File: src/rtl/turbo_pkg.sv
`default_nettype none
// ============================================================================
// turbo_pkg : shared types and helpers for the turbo tail terminator
// Revision  : 1.0
// ============================================================================
package turbo_pkg;

    typedef enum logic [1:0] {
        IDLE   = 2'd0,
        FLUSH1 = 2'd1,
        FLUSH2 = 2'd2,
        EMIT   = 2'd3
    } state_t;

    localparam int TERM_SEQ  = 0;
    localparam int TERM_CONC = 1;

    // Output cycles needed to serialise 4*mem tail bits three at a time.
    function automatic int tail_cycles(input int mem);
        return (4 * mem + 2) / 3;
    endfunction

    function automatic int max2(input int a, input int b);
        return (a > b) ? a : b;
    endfunction

endpackage
`default_nettype wire

File: src/rtl/turbo_tail_term_if.sv
`default_nettype none
// ============================================================================
// turbo_tail_term_if : encoder-side bus of the tail terminator
// Revision           : 1.0
// ============================================================================
interface turbo_tail_term_if;
    logic in_valid;
    logic tail_start;
    logic x1;
    logic z1;
    logic x2;
    logic z2;
    logic term1;
    logic term2;
    logic d0;
    logic d1;
    logic d2;
    logic out_valid;
    logic done;
    logic overrun;

    modport master (
        output in_valid, tail_start, x1, z1, x2, z2,
        input  term1, term2, d0, d1, d2, out_valid, done, overrun
    );

    modport slave (
        input  in_valid, tail_start, x1, z1, x2, z2,
        output term1, term2, d0, d1, d2, out_valid, done, overrun
    );
endinterface
`default_nettype wire

File: src/rtl/turbo_tail_term_tail_buffer.sv
`default_nettype none
// ============================================================================
// tail_buffer : 4*MEM-bit tail capture register, column read with zero pad
// Revision    : 1.0
// ============================================================================
module tail_buffer
    import turbo_pkg::*;
#(
    parameter int MEM = 3,
    parameter int CW  = 2
) (
    input  wire logic          clk,
    input  wire logic          reset,
    input  wire logic          we1_i,
    input  wire logic          we2_i,
    input  wire logic [CW-1:0] wr_k_i,
    input  wire logic          x1_i,
    input  wire logic          z1_i,
    input  wire logic          x2_i,
    input  wire logic          z2_i,
    input  wire logic [CW-1:0] rd_j_i,
    output logic      [2:0]    col_o
);
    localparam int W     = 4 * MEM;
    localparam int NTAIL = tail_cycles(MEM);
    localparam int PW    = 3 * NTAIL;
    localparam int WI    = $clog2(W);
    localparam int PI    = $clog2(PW);

    logic [W-1:0]  buf_q;
    logic [W-1:0]  buf_d;
    logic [WI-1:0] w_idx1;
    logic [WI-1:0] w_idx2;
    logic [PW-1:0] w_pad;
    logic [PI-1:0] w_base;

    always_comb begin
        buf_d  = buf_q;
        w_idx1 = WI'(wr_k_i) << 1;
        w_idx2 = w_idx1 + WI'(2 * MEM);
        if (we1_i) buf_d[w_idx1 +: 2] = {z1_i, x1_i};
        if (we2_i) buf_d[w_idx2 +: 2] = {z2_i, x2_i};
        // Bits beyond 4*MEM read back as zero padding on the last column.
        w_pad          = '0;
        w_pad[W-1:0]   = buf_q;
        w_base         = PI'(rd_j_i) * PI'(3);
        col_o          = w_pad[w_base +: 3];
    end

    always_ff @(posedge clk) begin
        if (reset) begin
            buf_q <= '0;
        end else begin
            buf_q <= buf_d;
        end
    end
endmodule
`default_nettype wire

File: src/rtl/turbo_tail_term.sv
`default_nettype none
// ============================================================================
// turbo_tail_term : data pass-through, trellis flush and tail serialiser
// Revision        : 1.0
// ============================================================================
module turbo_tail_term
    import turbo_pkg::*;
#(
    parameter int MEM       = 3,
    parameter int TERM_MODE = 0
) (
    input  wire logic          clk,
    input  wire logic          reset,
    turbo_tail_term_if.slave   bus_io
);
    localparam int NTAIL = tail_cycles(MEM);
    localparam int CW    = $clog2(max2(MEM, NTAIL));
    localparam logic [CW-1:0] C_LAST_K = CW'(MEM - 1);
    localparam logic [CW-1:0] C_LAST_J = CW'(NTAIL - 1);
    localparam bit            C_CONC   = (TERM_MODE == TERM_CONC);

    state_t        state_q;
    logic [CW-1:0] cnt_q;
    logic          term1_q, term2_q;
    logic          d0_q, d1_q, d2_q;
    logic          valid_q, done_q, overrun_q;
    logic [2:0]    w_col;
    logic          w_we1, w_we2;

    assign w_we1 = (state_q == FLUSH1);
    assign w_we2 = (state_q == FLUSH2) || (C_CONC && (state_q == FLUSH1));

    // One counter serves as flush index k and as emit column j.
    tail_buffer #(.MEM(MEM), .CW(CW)) u_buf (
        .clk    (clk),
        .reset  (reset),
        .we1_i  (w_we1),
        .we2_i  (w_we2),
        .wr_k_i (cnt_q),
        .x1_i   (bus_io.x1),
        .z1_i   (bus_io.z1),
        .x2_i   (bus_io.x2),
        .z2_i   (bus_io.z2),
        .rd_j_i (cnt_q),
        .col_o  (w_col)
    );

    always_ff @(posedge clk) begin
        if (reset) begin
            state_q   <= IDLE;
            cnt_q     <= '0;
            term1_q   <= 1'b0;
            term2_q   <= 1'b0;
            d0_q      <= 1'b0;
            d1_q      <= 1'b0;
            d2_q      <= 1'b0;
            valid_q   <= 1'b0;
            done_q    <= 1'b0;
            overrun_q <= 1'b0;
        end else begin
            d0_q    <= 1'b0;
            d1_q    <= 1'b0;
            d2_q    <= 1'b0;
            valid_q <= 1'b0;
            done_q  <= 1'b0;
            if (bus_io.in_valid && (state_q != IDLE)) overrun_q <= 1'b1;
            case (state_q)
                IDLE: begin
                    if (bus_io.in_valid) begin
                        d0_q    <= bus_io.x1;
                        d1_q    <= bus_io.z1;
                        d2_q    <= bus_io.z2;
                        valid_q <= 1'b1;
                        if (bus_io.tail_start) begin
                            state_q <= FLUSH1;
                            cnt_q   <= '0;
                            term1_q <= 1'b1;
                            term2_q <= C_CONC;
                        end
                    end
                end
                FLUSH1: begin
                    if (cnt_q == C_LAST_K) begin
                        cnt_q   <= '0;
                        term1_q <= 1'b0;
                        if (C_CONC) begin
                            term2_q <= 1'b0;
                            state_q <= EMIT;
                        end else begin
                            term2_q <= 1'b1;
                            state_q <= FLUSH2;
                        end
                    end else begin
                        cnt_q <= cnt_q + CW'(1);
                    end
                end
                FLUSH2: begin
                    if (cnt_q == C_LAST_K) begin
                        cnt_q   <= '0;
                        term2_q <= 1'b0;
                        state_q <= EMIT;
                    end else begin
                        cnt_q <= cnt_q + CW'(1);
                    end
                end
                EMIT: begin
                    {d2_q, d1_q, d0_q} <= w_col;
                    valid_q            <= 1'b1;
                    if (cnt_q == C_LAST_J) begin
                        done_q  <= 1'b1;
                        cnt_q   <= '0;
                        state_q <= IDLE;
                    end else begin
                        cnt_q <= cnt_q + CW'(1);
                    end
                end
                default: state_q <= IDLE;
            endcase
        end
    end

    assign bus_io.term1     = term1_q;
    assign bus_io.term2     = term2_q;
    assign bus_io.d0        = d0_q;
    assign bus_io.d1        = d1_q;
    assign bus_io.d2        = d2_q;
    assign bus_io.out_valid = valid_q;
    assign bus_io.done      = done_q;
    assign bus_io.overrun   = overrun_q;
endmodule
`default_nettype wire

File: src/flat_wrapper.sv
// flat-port wrapper written by rule: the top's interface ports become plain ports
module turbo_tail_term_flat import turbo_pkg::*;
#(
    parameter int MEM       = 3,
    parameter int TERM_MODE = 0
)
  (clk, reset, bus_io_in_valid, bus_io_tail_start, bus_io_x1, bus_io_z1, bus_io_x2, bus_io_z2, bus_io_term1, bus_io_term2, bus_io_d0, bus_io_d1, bus_io_d2, bus_io_out_valid, bus_io_done, bus_io_overrun);
  turbo_tail_term_if bus_io_i ();
  input  wire logic clk;
  input  wire logic reset;
  input wire logic [$bits(bus_io_i.in_valid)-1:0] bus_io_in_valid;
  input wire logic [$bits(bus_io_i.tail_start)-1:0] bus_io_tail_start;
  input wire logic [$bits(bus_io_i.x1)-1:0] bus_io_x1;
  input wire logic [$bits(bus_io_i.z1)-1:0] bus_io_z1;
  input wire logic [$bits(bus_io_i.x2)-1:0] bus_io_x2;
  input wire logic [$bits(bus_io_i.z2)-1:0] bus_io_z2;
  output wire logic [$bits(bus_io_i.term1)-1:0] bus_io_term1;
  output wire logic [$bits(bus_io_i.term2)-1:0] bus_io_term2;
  output wire logic [$bits(bus_io_i.d0)-1:0] bus_io_d0;
  output wire logic [$bits(bus_io_i.d1)-1:0] bus_io_d1;
  output wire logic [$bits(bus_io_i.d2)-1:0] bus_io_d2;
  output wire logic [$bits(bus_io_i.out_valid)-1:0] bus_io_out_valid;
  output wire logic [$bits(bus_io_i.done)-1:0] bus_io_done;
  output wire logic [$bits(bus_io_i.overrun)-1:0] bus_io_overrun;
  assign bus_io_i.in_valid = bus_io_in_valid;
  assign bus_io_i.tail_start = bus_io_tail_start;
  assign bus_io_i.x1 = bus_io_x1;
  assign bus_io_i.z1 = bus_io_z1;
  assign bus_io_i.x2 = bus_io_x2;
  assign bus_io_i.z2 = bus_io_z2;
  assign bus_io_term1 = bus_io_i.term1;
  assign bus_io_term2 = bus_io_i.term2;
  assign bus_io_d0 = bus_io_i.d0;
  assign bus_io_d1 = bus_io_i.d1;
  assign bus_io_d2 = bus_io_i.d2;
  assign bus_io_out_valid = bus_io_i.out_valid;
  assign bus_io_done = bus_io_i.done;
  assign bus_io_overrun = bus_io_i.overrun;
  turbo_tail_term #(.MEM(MEM), .TERM_MODE(TERM_MODE)) u_core (.clk(clk), .reset(reset), .bus_io(bus_io_i));
endmodule
File: config.mk
export PLATFORM = sky130hd
export DESIGN_NAME = turbo_tail_term_flat
export DESIGN_NICKNAME = d
export VERILOG_FILES = /design/src/rtl/turbo_pkg.sv /design/src/rtl/turbo_tail_term_if.sv /design/src/rtl/turbo_tail_term_tail_buffer.sv /design/src/rtl/turbo_tail_term.sv /design/src/flat_wrapper.sv
export SDC_FILE = /design/constraint.sdc
export NUM_CORES = 1
export LEC_CHECK = 0
export ABC_AREA = 1
export CAP_MARGIN = 25
export CORE_MARGIN = 5
export CORE_UTILIZATION = 55
export DETAILED_ROUTE_END_ITERATION = 8
export HOLD_SLACK_MARGIN = 0.15
export MAX_ROUTING_LAYER = met4
export PLACE_DENSITY_LB_ADDON = 0.1
export RECOVER_POWER = 25
export SYNTH_ARGS = -nofsm -noshare
export SYNTH_HDL_FRONTEND = slang
export SYNTH_HIERARCHICAL = 1
export SYNTH_SLANG_ARGS = --single-unit
File: constraint.sdc
create_clock -name clk -period 2.4 [get_ports clk]
set_input_delay 0.48 -clock clk [delete_from_list [all_inputs] [get_ports clk]]
set_output_delay 0.48 -clock clk [all_outputs]
set_load 0.02 [all_outputs]
# Word-level counts from Yosys, hierarchy flattened
# Cells that the tools add are included.
# word_totals
output_inout_bits	8
inputBits	8
register_bits	24
elab_cells	75
# classes
n_reduce_logical	11
n_mux	32
bitwise	1
eq_ne	10
mul	1
shifts	5
addsub	4
# ops
op	count
bitwise mux 12 bit	2
two-way mux 12 bit	2
variable shift 2 x 6 -> 12 bit (first input constant)	2
variable part select 2 x 6 -> 12 bit	2
two-way mux 2 bit	9
variable part select 12 x 5 -> 3 bit	1
two-way mux 1 bit	11
case mux 1 bit (2 select lines)	5
AND reduction 5 bit	2
== test 2 bit (second input constant)	4
case mux 2 bit (4 select lines)	1
inequality test 2 x 1 -> 1 bit (second input constant)	3
negator 3 -> 6 bit	1
negator 4 -> 6 bit	1
case mux 2 bit (3 select lines)	1
adder 3 x 3 -> 4 bit (second input constant)	1
multiplier 2 x 2 -> 4 bit (second input constant)	1
inequality test 2 bit (second input constant)	2
AND reduction 4 bit	1
nonzero test 2 bit	2
OR reduction 2 bit	2
case mux 1 bit (3 select lines)	1
nonzero test 3 bit	1
adder 2 x 1 -> 2 bit (second input constant)	1
other kinds (5)	5

# Longest topological paths before layout
# logic_depth
depth_word	6
ltp_mapped	9
mapped_depth_nobuf	9

# Cells and area by module
# The synthesis kept the hierarchy.
# modules_own_cells
module	seq_area_each_um2	cells_per_inst	n_inst	area_per_inst_um2
tail_buffer	240.2	151	1	877.1
turbo_tail_term	240.2	100	1	705.7

# Worst setup path before layout
# OpenSTA, ideal clock, no wires.
# synth_timing
kind	flip-flop to flip-flop
startpoint	reg u_core.cnt_q[0]
endpoint	reg u_core.u_buf.buf_q[9]
t_arrival_ns	1.543
path_buffers	0
period_less_slack_ns	1.607
path_slack_ns	0.793
setup_time_ns	0.064
required_ns	2.336
stages_incl_launch_ff	8
path_cell_list	dfxtp_1 > inv_2 > ha_1 > nor2_1 > nand3_1 > nand2_1 > nor2_1 > nor2_1
# synth_between
elab_chain_cells	6
elab_cells_between_ends	11
classes_between	add/sub (3); shift (4); mux (4)
# synth_rtl
item	line	rtl
start, declared	turbo_tail_term.sv:23	logic [CW-1:0] cnt_q;
start signal, assigned	turbo_tail_term.sv:94	cnt_q <= cnt_q + CW'(1);
start signal, assigned	turbo_tail_term.sv:103	cnt_q <= cnt_q + CW'(1);
start signal, assigned	turbo_tail_term.sv:114	cnt_q <= cnt_q + CW'(1);
parallel branches: the longest is 5 deep, another holds negator 4 -> 6 bit	--	
two-way mux 12 bit *	turbo_tail_term_tail_buffer.sv:42	if (we2_i) buf_d[w_idx2 +: 2] = {z2_i, x2_i};
end signal, assigned	turbo_tail_term_tail_buffer.sv:54	buf_q <= buf_d;
end, declared	turbo_tail_term_tail_buffer.sv:30	logic [W-1:0] buf_q;
# Mark *: on every way between the ends.
# A chain may end at the register's enable or synchronous reset.

# Worst setup path after layout
# layout_timing
startpoint	reg u_core.overrun_q (netlist: u_core/bus_io.overrun)
endpoint	out bus_io_overrun
# layout_rtl
item	line	rtl
start, declared	turbo_tail_term.sv:26	logic valid_q, done_q, overrun_q;
start signal, assigned	turbo_tail_term.sv:59	overrun_q <= 1'b0;
start signal, assigned	turbo_tail_term.sv:66	if (bus_io.in_valid && (state_q != IDLE)) overrun_q <= 1'b1;
end, declared	flat_wrapper.sv:24	output wire logic [$bits(bus_io_i.overrun)-1:0] bus_io_overrun;
# No word-level cell between the ends.

==> flow_metrics.tcl <==
set metrics [dict create \
    status "finished, final reports clean" \
    post-place-ws_ns 0.632 \
    crit_chain "clkdlybuf4s50_1" \
    power_frac_comb 0.494 \
    antenna_found_initial 0 \
    reg2reg_depth 7 \
    p_clk_frac 0.183 \
    ant_nets 0 \
    nNetsFinal 298 \
    synth_edf_count 0 \
    grt_max_degree 15 \
    synth_warnings 6 \
    worstHoldStart "u_core/u_buf/buf_q[10]" \
    synth_area_um2 1580 \
    antennaDiodeCount 0 \
    syn_inst 251 \
    synth-seq-cells 24 \
    maxCapViolations 0 \
    die_x_um 63.6 \
    fp.dieH_um 63.6 \
    crit_family "buffers and inverters" \
    worstReg2RegEnd "u_core/u_buf/buf_q[9]" \
    drt_wl_total_mm 3.53 \
    reg2reg_slack_ns 0.72 \
    fin_area_um2 1840 \
    synth_nets 276 \
    synth_top_area_cell "dfxtp_1" \
    ctsHoldBuffers 0 \
    post-route-period-util 0.731 \
    setup_ws_ns 0.646 \
    cts_tree "done" \
    p_leak_nw 0.885 \
    avgRoutedWirePerCell_um 11.6 \
    p_int_uw 931 \
    dp_hpwl_mm 2.71 \
    cts_buffer_depth 2 \
    drt_iter0_drc 98 \
    rsz0062_at_grt "no" \
    final-hold-violation-count 0 \
    vias_per_cell 5.02 \
    end_kind "primary output" \
    skew_ns 0.00719 \
    dominantRegCellSynth "dfxtp_1" \
    track_usage 0.193 \
    ys_async_sr_fraction 0 \
    yosys-top-cells-count "nand2_1 (70), nor2_1 (45), inv_1 (31)" \
    syn_avg_cell_area_um2 6.31 \
    vias 1521 \
    crit_slowest_cell "clkdlybuf4s50_1" \
    gp_congestion 0.945 \
    io_buffers 15 \
    finalSetupTns_ns 0 \
    final_core_util 0.667 \
    hold_depth 2 \
    postPlaceCellArea_um2 1790 \
    cts_max_level 1 \
    period_needed_ns 1.75 \
    final.fill_count 260 \
    yosysMostFrequentCell "nand2_1" \
    p_switching_uw 686 \
    grt.overflow.total 0 \
    worstSetupPathType "flip-flop to primary output" \
    slew-limit-headroom 0.738 \
    crit_buf_inv 1 \
    clk_pin_slew_ns 0.14 \
    grt_pass1_wl_mm 6.21 \
    slew_violations 0 \
    worstHoldPathType "flip-flop to flip-flop" \
    swShare 0.424 \
    ios 16 \
    clk_latency_ns 0.31 \
    critPathRequiredTime_ns 1.92 \
    ys_seq_area_frac 0.304 \
    max_freq_mhz 570 \
    synthTopCellsByArea "dfxtp_1 (30%), nand2_1 (17%), ha_1 (13%), nor2_1 (11%), inv_1 (7.4%)" \
    synth.distinct_cells 17 \
    cts_resized 0 \
    worst-path-max-fanout 2 \
    drive_gt1_frac 0.0772 \
    synth_top_area_share 0.304 \
    cts_sinks 24 \
    clockRootBuffer "clkbuf_4" \
    core_area_um2 2760 \
    ir_drop_uv 847 \
    final-setup-viol-count 0 \
    syn2layout_area_growth_pct 16.2 \
    dieArea_um2 4050 \
    drt_pass1_iterations 4 \
    p_seq_frac 0.323 \
    rows 19 \
    critical_path.max_stage_delay_ns 0.60 \
    start_util 0.574 \
    tightest_slew_ns 0.392 \
    crit_arrival_ns 1.27 \
    reg2reg_from "u_core/cnt_q[0]" \
    grt_pass1_vias 1324 \
    min_to "u_core/u_buf/buf_q[10]" \
    hold_slack_ns 0.476 \
    p_per_area_nw_per_um2 879 \
    numCtsBuffers 3 \
    start_kind "flip-flop" \
    postCtsSetupBuffers 0 \
    drc 0 \
]
==> worst max-delay path by stage <==
stage / to / cells after the start / start
finish: bus_io_overrun / 1 / u_core/bus_io.overrun
global placement: u_core/u_buf/buf_q[5] / 4 / reset
floorplan: u_core/u_buf/buf_q[9] / 7 / u_core/cnt_q[0]
CTS: bus_io_overrun / 1 / u_core/bus_io.overrun
global route: u_core/u_buf/buf_q[8] / 7 / u_core/cnt_q[0]
detailed placement: u_core/u_buf/buf_q[3] / 4 / reset
==> power by group through the flow <==
| stage | Sequential (mW) | Combinational [mW] | Clock (mW) |
|---|---|---|---|
| final | 0.522 | 0.800 | 0.296 |
| after CTS | 0.521 | 0.795 | 0.300 |
| after detailed placement | 0.531 | 0.791 | 0 |
| after global placement | 0.529 | 0.785 | 0 |
| after floorplan | 0.563 | 0.546 | 0 |
| after global routing | 0.534 | 0.911 | 0.325 |
==> logic make-up after synthesis <==
group | Yosys count | synth area share
and+or+nand+nor | 143 | 0.375
buffers and inverters | 35 | 0.0830
AOI/OAI and AO/OA | 32 | 0.104
DFF | 24 | 0.304
adders and majority gates | 17 | 0.134
==> final cells by class <==
class	count	area [µm²]	share of cell area
multi-input combinational	192	971	0.528
sequential	24	480	0.261
timing repair buffer	17	165	0.0898
inverter	35	131	0.0714
tap	31	38.8	0.0211
clock inverter	1	30.0	0.0163
clock buffer	3	22.5	0.0122
==> through the flow <==
step / power (mW) / cells
after CTS: 1.62 / 303
after global routing: 1.77 / 303
after detailed placement: 1.32 / 299
after floorplan: 1.11 / 251
final: 1.62 / 303
after global placement: 1.31 / 299
==> metal layers <==
metal  global-route usage  part of all wire  vias up
li1                     -                 -      825
met1                0.278              0.47      640
met2                0.288              0.43       54
met3               0.0266             0.087        2
met4               0.0390            0.0054        0
met5                    -                 0        -
==> cells in the final DEF (no fill, tap or decap), drive strengths merged <==
cell type and count:
a21boi 1, clkbuf 3, o21ai 12, a21oi 17, nor3 3, o22ai 2, clkdlybuf4s50 15, nor2 49
ha 17, dfxtp 24, inv 35, nand3 12, nand4 2, buf 2, bufinv 1, nand2 77
==> flip-flops by register name, indices dropped and copies added, names as in the netlist, named ones only <==
name                     count
u_core/bus_io.d1             1
u_core/bus_io.d2             1
u_core/bus_io.overrun        1
u_core/cnt_q                 2
u_core/u_buf/buf_q          10
u_core/bus_io.term2          1
u_core/state_q               2
u_core/bus_io.term1          1
u_core/bus_io.done           1
u_core/bus_io.d0             1
u_core/bus_io.out_valid      1
No activity file was read; power rests on OpenSTA's default activity.
